$ cat config.mk
export PLATFORM = sky130hd
export DESIGN_NAME = apb_regbank_slv
export DESIGN_NICKNAME = d
export VERILOG_FILES = /design/src/rtl/apb_regbank_slv_pkg.sv /design/src/rtl/apb_regbank_slv.sv
export SDC_FILE = /design/constraint.sdc
export NUM_CORES = 1
export LEC_CHECK = 0
export ABC_AREA = 0
export BUFFER_PORTS_ARGS = -buffer_cell sky130_fd_sc_hd__buf_2
export CORE_MARGIN = 2
export CORE_UTILIZATION = 60
export CTS_BUF_LIST = sky130_fd_sc_hd__clkbuf_16
export CTS_CLUSTER_DIAMETER = 80
export DETAILED_ROUTE_END_ITERATION = 10
export PLACE_DENSITY = 0.86
export SLEW_MARGIN = 10
export SYNTH_ARGS = -nofsm -noshare
export SYNTH_HDL_FRONTEND = slang
export SYNTH_SLANG_ARGS = --single-unit
$ cat constraint.sdc
create_clock -name i_clk -period 3.6 [get_ports i_clk]
set_clock_uncertainty 0.2 [all_clocks]
set_input_delay 0.18 -clock i_clk [delete_from_list [all_inputs] [get_ports i_clk]]
set_output_delay 0.18 -clock i_clk [all_outputs]
set_load 0.02 [all_outputs]
$ cat src/rtl/apb_regbank_slv_pkg.sv
// Shared types and constants for the APB register bank: bus records, PnP
// descriptor, FSM state codes and the register-file record with its reset value.
package apb_regbank_slv_pkg;

    localparam logic [15:0] VENDOR_OPTIMITY          = 16'h00F1;
    localparam logic [15:0] OPTIMITY_DID_APB_REGBANK = 16'h0088;
    localparam logic [1:0]  PNP_CFG_TYPE_SLAVE       = 2'b10;
    localparam logic [7:0]  PNP_CFG_DEV_DESCR_BYTES  = 8'h10;

    localparam logic [1:0] State_Idle = 2'd0;
    localparam logic [1:0] State_Wait = 2'd1;
    localparam logic [1:0] State_Resp = 2'd2;

    localparam int          REG_COUNT   = 8;
    localparam logic [2:0]  REG_ID      = 3'd0;
    localparam logic [2:0]  REG_SCRATCH = 3'd1;

    typedef struct packed {
        logic [31:0] addr_start;
        logic [31:0] addr_end;
    } mapinfo_type;

    typedef struct packed {
        logic [7:0]  descrsize;
        logic [1:0]  desctype;
        logic [31:0] addr_start;
        logic [31:0] addr_end;
        logic [15:0] vid;
        logic [15:0] did;
    } dev_config_type;

    typedef struct packed {
        logic        pselx;
        logic        penable;
        logic        pwrite;
        logic [31:0] paddr;
        logic [31:0] pwdata;
        logic [3:0]  pstrb;
        logic [2:0]  pprot;
    } apb_in_type;

    typedef struct packed {
        logic        pready;
        logic [31:0] prdata;
        logic        pslverr;
    } apb_out_type;

    typedef struct packed {
        logic [1:0]       state;
        logic [3:0]       wcnt;
        logic [9:0]       req_addr;   // paddr[11:2] of the accepted request
        logic             req_write;
        logic [31:0]      req_wdata;
        logic [3:0]       req_strb;
        logic [7:1][31:0] regs;
        logic [31:0]      prdata;
        logic             pslverr;
        logic [31:0]      scratch;
    } apb_regbank_slv_registers;

    localparam apb_regbank_slv_registers apb_regbank_slv_r_reset = '{
        state:     State_Idle,
        wcnt:      4'd0,
        req_addr:  10'd0,
        req_write: 1'b0,
        req_wdata: 32'd0,
        req_strb:  4'd0,
        regs:      '0,
        prdata:    32'd0,
        pslverr:   1'b0,
        scratch:   32'd0
    };

    // Out-of-window offsets and writes to the read-only ID word are rejected.
    function automatic logic access_error(input logic [9:0] word_addr, input logic write);
        return (word_addr[9:3] != 7'd0) || (write && (word_addr[2:0] == REG_ID));
    endfunction

endpackage

$ cat src/rtl/apb_regbank_slv.sv
// APB completer with one read-only ID word and seven byte-strobed R/W words,
// a programmable number of wait states and requester-abort handling.
module apb_regbank_slv
    import apb_regbank_slv_pkg::*;
#(
    parameter int unsigned waitstates = 0,
    parameter logic [15:0] vid        = VENDOR_OPTIMITY,
    parameter logic [15:0] did        = OPTIMITY_DID_APB_REGBANK
) (
    input  logic           i_clk,
    input  logic           i_nrst,
    input  mapinfo_type    i_mapinfo,
    output dev_config_type o_cfg,
    input  apb_in_type     i_apbi,
    output apb_out_type    o_apbo,
    output logic [31:0]    o_scratch
);

    apb_regbank_slv_registers r_q;
    apb_regbank_slv_registers r_d;

    logic [31:0] word      [REG_COUNT];
    logic [31:0] wmask;
    logic [2:0]  idx;
    logic        err;
    logic [31:0] merged;
    logic        unused_apb;

    assign unused_apb = ^{i_apbi.pprot, i_apbi.paddr[31:12], i_apbi.paddr[1:0]};

    assign word[0] = {vid, did};
    for (genvar gi = 1; gi < REG_COUNT; gi++) begin : g_word
        assign word[gi] = r_q.regs[gi];
    end

    for (genvar gi = 0; gi < 4; gi++) begin : g_wmask
        assign wmask[gi*8 +: 8] = {8{r_q.req_strb[gi]}};
    end

    assign idx    = r_q.req_addr[2:0];
    assign err    = access_error(r_q.req_addr, r_q.req_write);
    assign merged = (word[idx] & ~wmask) | (r_q.req_wdata & wmask);

    always_comb begin
        r_d         = r_q;
        r_d.scratch = r_q.regs[REG_SCRATCH];
        case (r_q.state)
            State_Idle: begin
                if (i_apbi.pselx && !i_apbi.penable) begin
                    r_d.state     = State_Wait;
                    r_d.req_addr  = i_apbi.paddr[11:2];
                    r_d.req_write = i_apbi.pwrite;
                    r_d.req_wdata = i_apbi.pwdata;
                    r_d.req_strb  = i_apbi.pstrb;
                    r_d.wcnt      = 4'(waitstates);
                end
            end
            State_Wait: begin
                if (!i_apbi.pselx) begin
                    r_d.state = State_Idle;
                end else if (r_q.wcnt != 4'd0) begin
                    r_d.wcnt = r_q.wcnt - 4'd1;
                end else begin
                    r_d.state   = State_Resp;
                    r_d.prdata  = 32'd0;
                    r_d.pslverr = err;
                    if (!err) begin
                        if (r_q.req_write) begin
                            r_d.regs[idx] = merged;
                        end else begin
                            r_d.prdata = word[idx];
                        end
                    end
                end
            end
            State_Resp: begin
                r_d.state   = State_Idle;
                r_d.prdata  = 32'd0;
                r_d.pslverr = 1'b0;
            end
            default: begin
                r_d.state = State_Idle;
            end
        endcase
    end

    always_ff @(posedge i_clk or negedge i_nrst) begin
        if (!i_nrst) begin
            r_q <= apb_regbank_slv_r_reset;
        end else begin
            r_q <= r_d;
        end
    end

    // Response fields are forced low whenever the FSM is not presenting a result.
    always_comb begin
        o_apbo.pready  = (r_q.state == State_Resp);
        o_apbo.prdata  = o_apbo.pready ? r_q.prdata : 32'd0;
        o_apbo.pslverr = o_apbo.pready ? r_q.pslverr : 1'b0;
    end

    assign o_scratch = r_q.scratch;

    always_comb begin
        o_cfg.descrsize  = PNP_CFG_DEV_DESCR_BYTES;
        o_cfg.desctype   = PNP_CFG_TYPE_SLAVE;
        o_cfg.addr_start = i_mapinfo.addr_start;
        o_cfg.addr_end   = i_mapinfo.addr_end;
        o_cfg.vid        = vid;
        o_cfg.did        = did;
    end

endmodule

==> metrics.yaml <==
syn_inst: 1506
r2r_start: "r_q[336]"
post-place-cells: 1785
synth_common_cells: "342 x dfrtp_1, 300 x o21ai_0, 142 x buf_4, 142 x o21ai_1, 97 x mux2i_1"
layout-drive-gt1-share_pct: 19.5
max_freq_ghz: 0.339
vias_per_cell: 6.49
combPwrFrac_pct: 27.3
avgSynthCellArea_um2: 10.8
use_met1_pct: 37.4
cp-endpoint: "r_d[31]"
drv_slew: 0
hp-class: "primary input to register"
p_per_area_nw_per_um2: 623
synthTopCellsByArea: "dfrtp_1 53%, o21ai_0 9.3%, buf_4 6.6%"
synth-async-reset-ratio_pct: 100
final.period_utilization_pct: 82.1
fp.coreArea_um2: 26700
syn_to_final_growth_pct: 8.86
setup_viol_count_final: 0
synth_warnings: 0
initial_utilization_pct: 60.7
grt_pass1_wl_um: 65300
first_pass_iters: 6
synth_compound_area_share_pct: 21.7
cp_max_fo: 32
synth-simple-area-share_pct: 5.51
cts.sinks: 342
fp.dieH_um: 168
switching_share_pct: 34.9
dp_hpwl_um: 24200
period_minus_slack_ns: 2.95
die_area_um2: 28400
h-tree-depth: 2
gp_congestion: 0.828
rsz0062_at_grt: "no"
status: "complete, no violations"
synth.most_common_cell: "dfrtp_1"
grt.overflow.total: 0
tns_ns: 0
ios: 312
syn_area_um2: 16200
synth.top_cell.area_share_pct: 52.8
synthMuxAreaShare_pct: 9.25
synthXorXnorAreaFrac_pct: 0.108
synth_fa_ha_area_share_pct: 0.154
p_sw_uw: 3840
drc_errors: 0
antenna_found_initial: 0
regToRegEndpoint: "r_d[31]"
postCtsResizedCells: 0
cts_root_buf: "clkbuf_16"
wirelength_um: 41100
clk_pin_slew_ns: 0.07
num_rows: 60
initialDrtViolationCount: 1400
clock_latency_ns: 0.51
start_kind: "register"
synthFlopType: "dfrtp_1"
hold_viol_final: 0
rrSetupSlack_ns: 0.65
nets: 1670
worst_slew_pin_slew_ns: 0.948
drtAntennaViolNets: 0
grt_pass1_vias: 12380
num_antenna_cells: 0
reg2regPathDepth: 6
die_x_um: 168
portBuffers: 116
p_leak_uw: 0.00806
vias: 12292
ys_ff_latch: 342
final.fill_count: 1915
ir_drop_v: 0.000523
cts_buffer_depth: 3
critical_path_class: "register to register"
arrival_ns: 3.12
slew_headroom_pct: 36.7
startpoint: "r_q[336]"
critPathRequiredTime_ns: 3.77
groute.usage.overall_pct: 28.9
cts_made_buffers: 34
internal_power_uw: 7160
synth.distinct_cells: 42
ys_seq_area_share_pct: 52.8
grt_start_max_net_pins: 121
use_met3_pct: 5.64
wl_per_cell_um: 21.7
instances_no_fill: 1894
grt.busiest_layer: "met2"
p_clk_share_pct: 31.3
pwr-share-seq_pct: 41.4
utilization_pct: 66.1
yosys.area.top_type: "dfrtp_1"
cap_violations: 0
tritoncts: "built"
synth_edf_count: 0
synth_top_family_by_area: "compound AO/OA/AOI/OAI gates"
met2_usage_pct: 46.5
worstSetupEndpointType: "register"
how the worst min path moves through the flow:
stage | slack [ns] | from | endpoint | cells past startpoint
after floorplan | -0.32 | i_nrst | idx[0] | 0
after global placement | 0.14 | i_nrst | r_q[299] | 1
after CTS | 0.06 | i_apbi[73] | r_q[336] | 4
final | 0.09 | i_apbi[73] | r_q[336] | 4
after global routing | 0.08 | i_apbi[73] | r_q[336] | 4
after detailed placement | 0.13 | i_nrst | r_q[299] | 1
worst max-delay path, cell delays in order (launching register included):
cell     delay (ns)
dfrtp_1        0.40
inv_1          0.14
ha_1           0.20
nor3b_2        0.29
nand4_4        0.27
or4_4          0.84
o21ai_0        0.46
area by class of cell:
| type | count | area [um^2] | area share, % |
|---|---|---|---|
| timing repair buffer | 206 | 1460 | 8.28 |
| sequential | 342 | 8560 | 48.5 |
| multi-input combinational | 942 | 6120 | 34.7 |
| tap | 341 | 427 | 2.42 |
| clock buffer | 35 | 876 | 4.96 |
| clock inverter | 26 | 198 | 1.12 |
| inverter | 2 | 7.51 | 0.0425 |
timing repair:
action,4_1_cts,5_1_grt
endpoints found under the setup margin,0,0
setup buffers,0,0
endpoints found under the hold margin,161,0
hold buffers,48,0
placed cells by master, fill, tap and decap left out, types with 7 or more instances in the layout:
cell type,count
and2_1,34
buf_4,36
conb_1,42
o22ai_1,32
mux2_2,47
o21ai_2,8
mux2i_1,97
o31ai_2,29
nor2_1,35
a211oi_1,32
o2bb2ai_1,32
buf_2,115
nor3b_1,7
dlygate4sd3_1,48
a21oi_1,26
inv_1,7
o21ai_1,142
clkbuf_16,35
nand2b_1,36
dfrtp_1,340
o21ai_0,300
nand3_1,7
clkinv_1,10
per-stage QoR:
stage          area (um^2)  hold WS (ns)  setup WS, ns  total power, uW
3_3_place_gp         16100         0.138         0.903             7380
6_report             17700        0.0867         0.646            11000
5_1_grt              17700        0.0815         0.606            11400
3_5_place_dp         16100         0.134         0.831             7470
2_1_floorplan        16400        -0.316          1.51             6710
4_1_cts              17700        0.0642         0.785            10900
power groups by stage:
| stage | registers, uW | logic [uW] | clock network (uW) |
|---|---|---|---|
| 6_report | 4550 | 3000 | 3450 |
| 5_1_grt | 4590 | 3180 | 3640 |
| 2_1_floorplan | 4320 | 2390 | 0 |
| 4_1_cts | 4530 | 2930 | 3470 |
| 3_5_place_dp | 4600 | 2870 | 0 |
| 3_3_place_gp | 4580 | 2790 | 0 |
kinds of logic (layout without fill, tap and decap cells):
logic type	count (synthesis)	after routing
AO/OA/AOI/OAI	604	604
flip-flops	342	342
buffers and inverters	262	269
AND/OR/NAND/NOR	148	148
multiplexers	144	144
adder cells (fa/ha/maj)	2	2
other	2	42
XOR/XNOR	2	2
layer usage:
layer	share of wire, %	wire length, um	vias up
li1	-	-	5267
met1	38	15400	6118
met2	49	20000	741
met3	9.5	3890	166
met4	4.4	1820	0
met5	0	0	-
registers in the layout, summed over array words and instances (netlist names):
register,count
o_scratch,32
r_q,275
idx,3
r_d,32
No activity file was read; power rests on OpenSTA's default activity.
